### config.mk
export PLATFORM = sky130hd
export DESIGN_NAME = ps2_bcd_entry_flat
export DESIGN_NICKNAME = d
export VERILOG_FILES = /design/src/rtl/ps2_pkg.sv /design/src/rtl/ps2_bcd_entry_if.sv /design/src/rtl/ps2_bcd_entry_rx_frame.sv /design/src/rtl/ps2_bcd_entry.sv /design/src/flat_wrapper.sv
export SDC_FILE = /design/constraint.sdc
export NUM_CORES = 1
export LEC_CHECK = 0
export ABC_AREA = 1
export BUFFER_PORTS_ARGS = -buffer_cell sky130_fd_sc_hd__buf_4
export CORE_ASPECT_RATIO = 0.75
export CORE_MARGIN = 2
export CORE_UTILIZATION = 50
export DETAILED_ROUTE_END_ITERATION = 10
export GPL_TIMING_DRIVEN = 0
export PLACE_DENSITY_LB_ADDON = 0.3
export SYNTH_ARGS = -nofsm -noshare
export SYNTH_HDL_FRONTEND = slang
export SYNTH_HIERARCHICAL = 1
export SYNTH_SLANG_ARGS = --single-unit
### constraint.sdc
create_clock -name CLK -period 2.2 [get_ports CLK]
set_clock_uncertainty 0.1 [all_clocks]
set_input_delay 0.22 -clock CLK [delete_from_list [all_inputs] [get_ports CLK]]
set_output_delay 0.22 -clock CLK [all_outputs]
set_load 0.05 [all_outputs]
### src/rtl/ps2_pkg.sv
// rtl/ps2_pkg.sv - scan codes, receiver state and scan-to-digit helper for ps2_bcd_entry
// Optional macro PS2_KEYPAD_EN enables numeric keypad digits and keypad Enter.
package ps2_pkg;

  localparam logic [7:0] SC_BREAK = 8'hF0;
  localparam logic [7:0] SC_EXT   = 8'hE0;
  localparam logic [7:0] SC_ENTER = 8'h5A;
  localparam logic [7:0] SC_BKSP  = 8'h66;
  localparam logic [7:0] SC_ESC   = 8'h76;

  // Digit n lives in bits [8n+7:8n].
  localparam logic [79:0] SC_DIGITS =
    {8'h46, 8'h3E, 8'h3D, 8'h36, 8'h2E, 8'h25, 8'h26, 8'h1E, 8'h16, 8'h45};
  localparam logic [79:0] SC_KEYPAD =
    {8'h7D, 8'h75, 8'h6C, 8'h74, 8'h73, 8'h6B, 8'h7A, 8'h72, 8'h69, 8'h70};

`ifdef PS2_KEYPAD_EN
  localparam bit KEYPAD_EN = 1'b1;
`else
  localparam bit KEYPAD_EN = 1'b0;
`endif

  typedef enum logic [1:0] {
    RX_IDLE,
    RX_DATA,
    RX_PARITY,
    RX_STOP
  } rx_state_t;

  typedef struct packed {
    logic       valid;
    logic [3:0] digit;
  } digit_t;

  function automatic digit_t scan_to_digit(input logic [7:0] code, input logic ext);
    digit_t r;
    r = '0;
    for (int i = 0; i < 10; i++) begin
      if (!ext && code == SC_DIGITS[8*i +: 8]) begin
        r.valid = 1'b1;
        r.digit = 4'(i);
      end
      if (KEYPAD_EN && !ext && code == SC_KEYPAD[8*i +: 8]) begin
        r.valid = 1'b1;
        r.digit = 4'(i);
      end
    end
    return r;
  endfunction

endpackage

### src/rtl/ps2_bcd_entry_if.sv
// rtl/ps2_bcd_entry_if.sv - PS/2 pins, enable and BCD entry outputs of ps2_bcd_entry
interface ps2_bcd_entry_if #(
  parameter int DIGITS = 5
);
  logic                  PS2Clk;
  logic                  PS2Data;
  logic                  ENABLE;
  logic [4*DIGITS-1:0]   ENTRY;
  logic [4*DIGITS-1:0]   VALUE;
  logic                  COMMIT;
  logic                  KEY_VALID;
  logic                  OVERFLOW;
  logic                  FRAME_ERR;

  modport master (
    output PS2Clk, PS2Data, ENABLE,
    input  ENTRY, VALUE, COMMIT, KEY_VALID, OVERFLOW, FRAME_ERR
  );

  modport slave (
    input  PS2Clk, PS2Data, ENABLE,
    output ENTRY, VALUE, COMMIT, KEY_VALID, OVERFLOW, FRAME_ERR
  );
endinterface

### src/rtl/ps2_bcd_entry_rx_frame.sv
// rtl/ps2_bcd_entry_rx_frame.sv - PS/2 pin synchronisers, 11-bit frame receiver and timeout
module ps2_rx_frame
  import ps2_pkg::*;
#(
  parameter int TIMEOUT_CYCLES = 200000
) (
  input  logic       clk_i,
  input  logic       rst_ni,
  input  logic       ps2_clk_i,
  input  logic       ps2_data_i,
  output logic [7:0] byte_o,
  output logic       byte_valid_o,
  output logic       frame_err_o
);
  localparam int TW = $clog2(TIMEOUT_CYCLES + 1);

  logic [1:0] clk_sync_q, data_sync_q;
  logic       clk_prev_q, edge_q, bit_q;
  rx_state_t  state_q, state_d;
  logic [2:0] bitcnt_q;
  logic [7:0] shift_q;
  logic       par_ok_q;
  logic [TW-1:0] tcnt_q;
  logic       byte_valid_q, byte_valid_d, frame_err_q, frame_err_d;
  logic       timeout;

  // Edge and its data bit are registered together so they stay aligned.
  always_ff @(posedge clk_i or negedge rst_ni) begin
    if (!rst_ni) begin
      clk_sync_q  <= 2'b11;
      data_sync_q <= 2'b11;
      clk_prev_q  <= 1'b1;
      edge_q      <= 1'b0;
      bit_q       <= 1'b1;
    end else begin
      clk_sync_q  <= {clk_sync_q[0], ps2_clk_i};
      data_sync_q <= {data_sync_q[0], ps2_data_i};
      clk_prev_q  <= clk_sync_q[1];
      edge_q      <= clk_prev_q & ~clk_sync_q[1];
      bit_q       <= data_sync_q[1];
    end
  end

  assign timeout = (state_q != RX_IDLE) && !edge_q && (tcnt_q == TW'(TIMEOUT_CYCLES - 1));

  always_ff @(posedge clk_i or negedge rst_ni) begin
    if (!rst_ni) state_q <= RX_IDLE;
    else         state_q <= state_d;
  end

  always_comb begin
    state_d = state_q;
    case (state_q)
      RX_IDLE:   if (edge_q && !bit_q)            state_d = RX_DATA;
      RX_DATA:   if (edge_q && bitcnt_q == 3'd7)  state_d = RX_PARITY;
      RX_PARITY: if (edge_q)                      state_d = RX_STOP;
      RX_STOP:   if (edge_q)                      state_d = RX_IDLE;
      default:                                    state_d = RX_IDLE;
    endcase
    if (timeout) state_d = RX_IDLE;
  end

  always_comb begin
    byte_valid_d = 1'b0;
    frame_err_d  = 1'b0;
    if (state_q == RX_STOP && edge_q) begin
      if (bit_q && par_ok_q) byte_valid_d = 1'b1;
      else                   frame_err_d  = 1'b1;
    end
    if (timeout) frame_err_d = 1'b1;
  end

  always_ff @(posedge clk_i or negedge rst_ni) begin
    if (!rst_ni) begin
      bitcnt_q     <= 3'd0;
      shift_q      <= 8'h00;
      par_ok_q     <= 1'b0;
      tcnt_q       <= '0;
      byte_valid_q <= 1'b0;
      frame_err_q  <= 1'b0;
    end else begin
      byte_valid_q <= byte_valid_d;
      frame_err_q  <= frame_err_d;
      if (state_q == RX_IDLE || edge_q) tcnt_q <= '0;
      else                              tcnt_q <= tcnt_q + TW'(1);
      if (state_q == RX_IDLE) bitcnt_q <= 3'd0;
      if (state_q == RX_DATA && edge_q) begin
        shift_q  <= {bit_q, shift_q[7:1]};
        bitcnt_q <= bitcnt_q + 3'd1;
      end
      if (state_q == RX_PARITY && edge_q) par_ok_q <= ^{shift_q, bit_q};
    end
  end

  assign byte_o       = shift_q;
  assign byte_valid_o = byte_valid_q;
  assign frame_err_o  = frame_err_q;

endmodule

### src/rtl/ps2_bcd_entry.sv
// rtl/ps2_bcd_entry.sv - PS/2 scan-code decoder driving a BCD entry register with commit
// Optional macro PS2_KEYPAD_EN (see ps2_pkg) adds keypad digits and E0 5A Enter.
module ps2_bcd_entry
  import ps2_pkg::*;
#(
  parameter int DIGITS         = 5,
  parameter int TIMEOUT_CYCLES = 200000
) (
  input  logic             CLK,
  input  logic             RESET_N,
  ps2_bcd_entry_if.slave   bus
);
  localparam int EW = 4 * DIGITS;

  logic [7:0]    rx_byte;
  logic          rx_valid, rx_err;
  logic [EW-1:0] entry_q, entry_d, value_q, value_d;
  logic [7:0]    last_q, last_d;
  logic          brk_q, brk_d, ext_q, ext_d;
  logic          kv_q, kv_d, ov_q, ov_d, commit_q, commit_d;
  digit_t        dig;

  ps2_rx_frame #(.TIMEOUT_CYCLES(TIMEOUT_CYCLES)) u_rx (
    .clk_i        (CLK),
    .rst_ni       (RESET_N),
    .ps2_clk_i    (bus.PS2Clk),
    .ps2_data_i   (bus.PS2Data),
    .byte_o       (rx_byte),
    .byte_valid_o (rx_valid),
    .frame_err_o  (rx_err)
  );

  assign dig = scan_to_digit(rx_byte, ext_q);

  always_comb begin
    entry_d  = entry_q;
    value_d  = value_q;
    last_d   = last_q;
    brk_d    = brk_q;
    ext_d    = ext_q;
    kv_d     = 1'b0;
    ov_d     = 1'b0;
    commit_d = 1'b0;
    if (!bus.ENABLE) begin
      brk_d = 1'b0;
      ext_d = 1'b0;
    end else if (rx_valid) begin
      if (rx_byte == SC_EXT) begin
        ext_d = 1'b1;
      end else if (rx_byte == SC_BREAK) begin
        brk_d = 1'b1;
      end else if (brk_q) begin
        if (rx_byte == last_q) last_d = 8'h00;
        brk_d = 1'b0;
        ext_d = 1'b0;
      end else if (rx_byte != last_q) begin
        // A make equal to last_make is typematic repeat and falls through untouched.
        last_d = rx_byte;
        ext_d  = 1'b0;
        if (dig.valid) begin
          if (entry_q[EW-1 -: 4] == 4'd0) begin
            entry_d = (entry_q << 4) | EW'(dig.digit);
            kv_d    = 1'b1;
          end else begin
            ov_d = 1'b1;
          end
        end else if (!ext_q && rx_byte == SC_BKSP) begin
          entry_d = entry_q >> 4;
          kv_d    = 1'b1;
        end else if (!ext_q && rx_byte == SC_ESC) begin
          entry_d = '0;
          kv_d    = 1'b1;
        end else if (rx_byte == SC_ENTER && (!ext_q || KEYPAD_EN)) begin
          value_d  = entry_q;
          entry_d  = '0;
          commit_d = 1'b1;
        end
      end
    end
  end

  always_ff @(posedge CLK or negedge RESET_N) begin
    if (!RESET_N) begin
      entry_q  <= '0;
      value_q  <= '0;
      last_q   <= 8'h00;
      brk_q    <= 1'b0;
      ext_q    <= 1'b0;
      kv_q     <= 1'b0;
      ov_q     <= 1'b0;
      commit_q <= 1'b0;
    end else begin
      entry_q  <= entry_d;
      value_q  <= value_d;
      last_q   <= last_d;
      brk_q    <= brk_d;
      ext_q    <= ext_d;
      kv_q     <= kv_d;
      ov_q     <= ov_d;
      commit_q <= commit_d;
    end
  end

  assign bus.ENTRY     = entry_q;
  assign bus.VALUE     = value_q;
  assign bus.COMMIT    = commit_q;
  assign bus.KEY_VALID = kv_q;
  assign bus.OVERFLOW  = ov_q;
  assign bus.FRAME_ERR = rx_err;

endmodule
### src/flat_wrapper.sv
// flat-port wrapper written by rule: the top's interface ports become plain ports
module ps2_bcd_entry_flat import ps2_pkg::*;
#(
  parameter int DIGITS         = 5,
  parameter int TIMEOUT_CYCLES = 200000
)
  (CLK, RESET_N, bus_PS2Clk, bus_PS2Data, bus_ENABLE, bus_ENTRY, bus_VALUE, bus_COMMIT, bus_KEY_VALID, bus_OVERFLOW, bus_FRAME_ERR);
  ps2_bcd_entry_if #(.DIGITS(DIGITS)) bus_i ();
  input  logic CLK;
  input  logic RESET_N;
  input wire logic [$bits(bus_i.PS2Clk)-1:0] bus_PS2Clk;
  input wire logic [$bits(bus_i.PS2Data)-1:0] bus_PS2Data;
  input wire logic [$bits(bus_i.ENABLE)-1:0] bus_ENABLE;
  output wire logic [$bits(bus_i.ENTRY)-1:0] bus_ENTRY;
  output wire logic [$bits(bus_i.VALUE)-1:0] bus_VALUE;
  output wire logic [$bits(bus_i.COMMIT)-1:0] bus_COMMIT;
  output wire logic [$bits(bus_i.KEY_VALID)-1:0] bus_KEY_VALID;
  output wire logic [$bits(bus_i.OVERFLOW)-1:0] bus_OVERFLOW;
  output wire logic [$bits(bus_i.FRAME_ERR)-1:0] bus_FRAME_ERR;
  assign bus_i.PS2Clk = bus_PS2Clk;
  assign bus_i.PS2Data = bus_PS2Data;
  assign bus_i.ENABLE = bus_ENABLE;
  assign bus_ENTRY = bus_i.ENTRY;
  assign bus_VALUE = bus_i.VALUE;
  assign bus_COMMIT = bus_i.COMMIT;
  assign bus_KEY_VALID = bus_i.KEY_VALID;
  assign bus_OVERFLOW = bus_i.OVERFLOW;
  assign bus_FRAME_ERR = bus_i.FRAME_ERR;
  ps2_bcd_entry #(.DIGITS(DIGITS), .TIMEOUT_CYCLES(TIMEOUT_CYCLES)) u_core (.CLK(CLK), .RESET_N(RESET_N), .bus(bus_i));
endmodule
==> flow_summary.json <==
{
  "outcome": "complete, no violations",
  "finalWorstPathRequiredPeriod_ns": 2.121,
  "drt_pre_antenna_iters": 5,
  "max-clock-path-buffers": 2,
  "finalHoldViolCount": 0,
  "worstSetupStartpoint": "u_core/u_rx/byte_o[0]$_DFFE_PN0P_",
  "ys_async_sr_fraction_pct": 100.0,
  "placement_rows": 31,
  "synth.net_count": 617,
  "max_slew.worst_pin.slew_ns": 1.159,
  "synthToLayoutAreaGrowth_pct": 19.99,
  "synth_top_cell_area_share_pct": 44.37,
  "postRouteWirelength_um": 11050,
  "power.leakage_nw": 2.877,
  "grt_first_pass_wirelength_um": 18900,
  "placed_cells": 785,
  "die_x_um": 119.0,
  "place_congestion": 0.8995,
  "place_ws_ns": -0.02561,
  "root_buffer": "sky130_fd_sc_hd__clkbuf_16",
  "grt_antenna_before_repair": 0,
  "yosysSeqAreaShare_pct": 47.54,
  "io_buffers": 48,
  "fp.coreArea_sq_um": 9658,
  "setup_viol": 0,
  "yosys_warnings": 6,
  "nFillCells": 833,
  "clock.fmax_ghz": 0.4715,
  "clock_tree_from_tritoncts": "done",
  "critical_path_arrival_ns": 2.29,
  "reg2reg_setup_slack_ns": 0.08,
  "max-vdd-ir-drop_v": 0.0003734,
  "critical_path_depth": 13,
  "groute.usage.overall_pct": 21.65,
  "cp-endpoint": "u_core/bus.ENTRY[2]$_DFFE_PN0P_",
  "share_of_final_layout_standard_cells_stronger_than_drive_strength_1_pct": 26.87,
  "via_per_inst": 5.022,
  "regToRegStartpoint": "u_core/u_rx/byte_o[0]$_DFFE_PN0P_",
  "cp.buffers_inverters": 4,
  "count_of_antenna_violating_nets_left_after_detailed_routing": 0,
  "hpwl_um": 7944,
  "synth_cell_type_count": 37,
  "num-nets-final": 688,
  "synth_edf_count": 0,
  "cp_slowest_stage_delay_ns": 0.47,
  "cts_sinks": 94,
  "cts-htree-levels": 3,
  "reg2regPathDepth": 13,
  "most_common_cell_in_the_netlist": "sky130_fd_sc_hd__nand2_1",
  "clk_pin_slew_worst_paths_ns": 0.07,
  "final_instance_count_excl_fillers": 813,
  "die_height_um": 90.29,
  "sort_of_element_at_the_end_of_the_critical_path": "flop",
  "critical_path.cell_chain": "inv_4 > nand3_1 > nor2_2 > nand2_2 > o21ai_2 > inv_2 > nand3_2 > a21oi_4 > nand2_2 > buf_8 > buf_6 > nand2_1 > o21ai_2",
  "ys_dominant_reg_cell": "sky130_fd_sc_hd__dfrtp_1",
  "timing.critical_path.max_delay_family": "simple AND/OR/NAND/NOR gates",
  "grt_start_max_net_pins": 95,
  "critPathMaxFanout": 10,
  "synth_top_cells_by_count": "sky130_fd_sc_hd__nand2_1 (187), sky130_fd_sc_hd__dfrtp_1 (88), sky130_fd_sc_hd__inv_1 (59)",
  "power_density_nw_per_um2": 822.1,
  "grt_pass1_vias": 3888,
  "num_io_pins": 49,
  "synth_instances": 605,
  "cts_made_buffers": 9,
  "timing_max_transition_violations_final": 0,
  "setup-tns-final_ns": 0,
  "layout_setup_ws_ns": 0.07900,
  "startpoint_type": "flop",
  "die_ar_sq_um": 10750,
  "globalRouteOverflowTotal": 0,
  "worst_case_headroom_to_the_max_slew_limit_pct": 22.73,
  "critical_path_required_ns": 2.37,
  "syn-cell-area_sq_um": 4964,
  "max_cap_viol_count": 0,
  "detail_route.wl_per_cell_um": 13.59,
  "dr_total_vias": 4083,
  "crit-reg2reg-capture": "u_core/bus.ENTRY[2]$_DFFE_PN0P_",
  "fraction_of_the_cycle_the_final_worst_path_needs_pct": 96.41,
  "synth_area_leader_cell": "sky130_fd_sc_hd__dfrtp_1",
  "timing.critical_path.slowest_stage_cell": "sky130_fd_sc_hd__dfrtp_2",
  "insertedDiodeCount": 0,
  "worstSetupPathType": "reg2reg",
  "drc_errors": 0,
  "synth_area_leaders": "sky130_fd_sc_hd__dfrtp_1 (44%), sky130_fd_sc_hd__nand2_1 (14%), sky130_fd_sc_hd__inv_1 (4.5%)",
  "timing.hold.worst.class": "in2async",
  "floorplan.initialDensity_pct": 51.39,
  "detailedRoute.firstIterationViolations": 268,
  "insertion_delay_ns": 0.34,
  "rsz_0062_raised_after_global_routing": "yes",
  "syn-mean-instance-area_sq_um": 8.204,
  "final.hold.worst_slack_ns": 0.002260,
  "ys_ff_latch": 94
}
-- area by class of cell --
| type | instances | area [sq um] | share of cell area (%) |
|---|---|---|---|
| tap | 132 | 165.2 | 2.773 |
| sequential | 94 | 2370 | 39.79 |
| inverter | 76 | 287.8 | 4.832 |
| multi-input combinational | 421 | 2221 | 37.29 |
| timing repair buffer | 61 | 462.9 | 7.773 |
| buffer | 13 | 127.6 | 2.143 |
| clock inverter | 6 | 92.59 | 1.555 |
| clock buffer | 10 | 229.0 | 3.845 |
-- power by group --
part	internal [mW]	leakage (nW)	switching (mW)
clock	1.00	0.150	0.663
sequential	1.86	1.26	0.181
combinational	0.451	1.46	0.733
-- cells by family (layout without fill, tap and decap cells) --
| group | Yosys count | count (layout) | synth area share (%) |
|---|---|---|---|
| AND/OR/NAND/NOR | 310 | 310 | 27.65 |
| flip-flops | 94 | 94 | 47.54 |
| AO/OA/AOI/OAI | 90 | 90 | 12.33 |
| buffers and inverters | 90 | 166 | 8.243 |
| XOR/XNOR | 14 | 14 | 2.470 |
| adder cells (fa/ha/maj) | 7 | 7 | 1.764 |
-- flip-flops by register name, indices dropped and copies added (netlist names), 2 cells and up --
signal,cells
u_core/u_rx/data_sync_q,2
u_core/bus.VALUE,20
u_core/bus.ENTRY,20
u_core/u_rx/clk_sync_q,2
u_core/u_rx/state_q,2
u_core/u_rx/byte_o,8
u_core/u_rx/bitcnt_q,3
u_core/u_rx/tcnt_q,18
u_core/last_q,8
-- timing repair --
item	in CTS	in global routing
gates resized for setup	1	20
pin swaps	0	2
hold buffers	2	0
setup buffers	0	11
setup endpoints to repair	8	48
hold endpoints to repair	2	0
-- worst min path at each step --
stage                     start                                    to  slack [ns]  cells past startpoint
detailed placement  bus_PS2Data  u_core/u_rx/data_sync_q[0]$_DFF_PN1_        0.23                      1
CTS                     RESET_N        u_core/bus.KEY_VALID$_DFF_PN0_        0.07                      1
finish                  RESET_N    u_core/u_rx/byte_valid_o$_DFF_PN0_       0.002                      1
global route         bus_ENABLE              u_core/brk_q$_DFFE_PN0P_        0.10                      2
global placement    bus_PS2Data  u_core/u_rx/data_sync_q[0]$_DFF_PN1_        0.23                      1
floorplan               RESET_N              u_core/brk_q$_DFFE_PN0P_       -0.18                      0
-- through the flow --
step           power (mW)  area [sq um]  util [%]
3_5_place_dp        3.099          5489     56.83
5_1_grt             5.203          5956     61.67
2_1_floorplan       2.833          4964         -
6_report            4.896          5956     61.67
4_1_cts             4.783          5838     60.45
3_3_place_gp        3.054          5489     56.83
-- per-layer routing --
layer / GRT usage (%) / part of all wire [%]
met1: 30.50 / 48
met2: 34.15 / 47
met3: 4.672 / 4.5
met4: 5.655 / 0.71
met5: 0 / 0
-- placed cells by master (no fill, tap or decap), types with 3 or more instances in the layout --
cell type / n
sky130_fd_sc_hd__ha_1: 7
sky130_fd_sc_hd__nand3_2: 7
sky130_fd_sc_hd__nand3_1: 31
sky130_fd_sc_hd__inv_2: 16
sky130_fd_sc_hd__dfstp_2: 6
sky130_fd_sc_hd__dfrtp_1: 80
sky130_fd_sc_hd__clkbuf_16: 9
sky130_fd_sc_hd__nor2_1: 43
sky130_fd_sc_hd__nand2_1: 185
sky130_fd_sc_hd__nor2_2: 9
sky130_fd_sc_hd__nor2_4: 5
sky130_fd_sc_hd__a21oi_1: 10
sky130_fd_sc_hd__dfrtp_2: 8
sky130_fd_sc_hd__inv_1: 59
sky130_fd_sc_hd__nand4_1: 8
sky130_fd_sc_hd__xor2_1: 11
sky130_fd_sc_hd__xnor2_1: 3
sky130_fd_sc_hd__o21ai_1: 3
sky130_fd_sc_hd__clkbuf_1: 3
sky130_fd_sc_hd__o21ai_0: 32
sky130_fd_sc_hd__buf_6: 6
sky130_fd_sc_hd__o21ai_2: 24
sky130_fd_sc_hd__o21a_1: 12
sky130_fd_sc_hd__buf_4: 60
sky130_fd_sc_hd__nand2_2: 16
(Power assumes the default switching activity.)
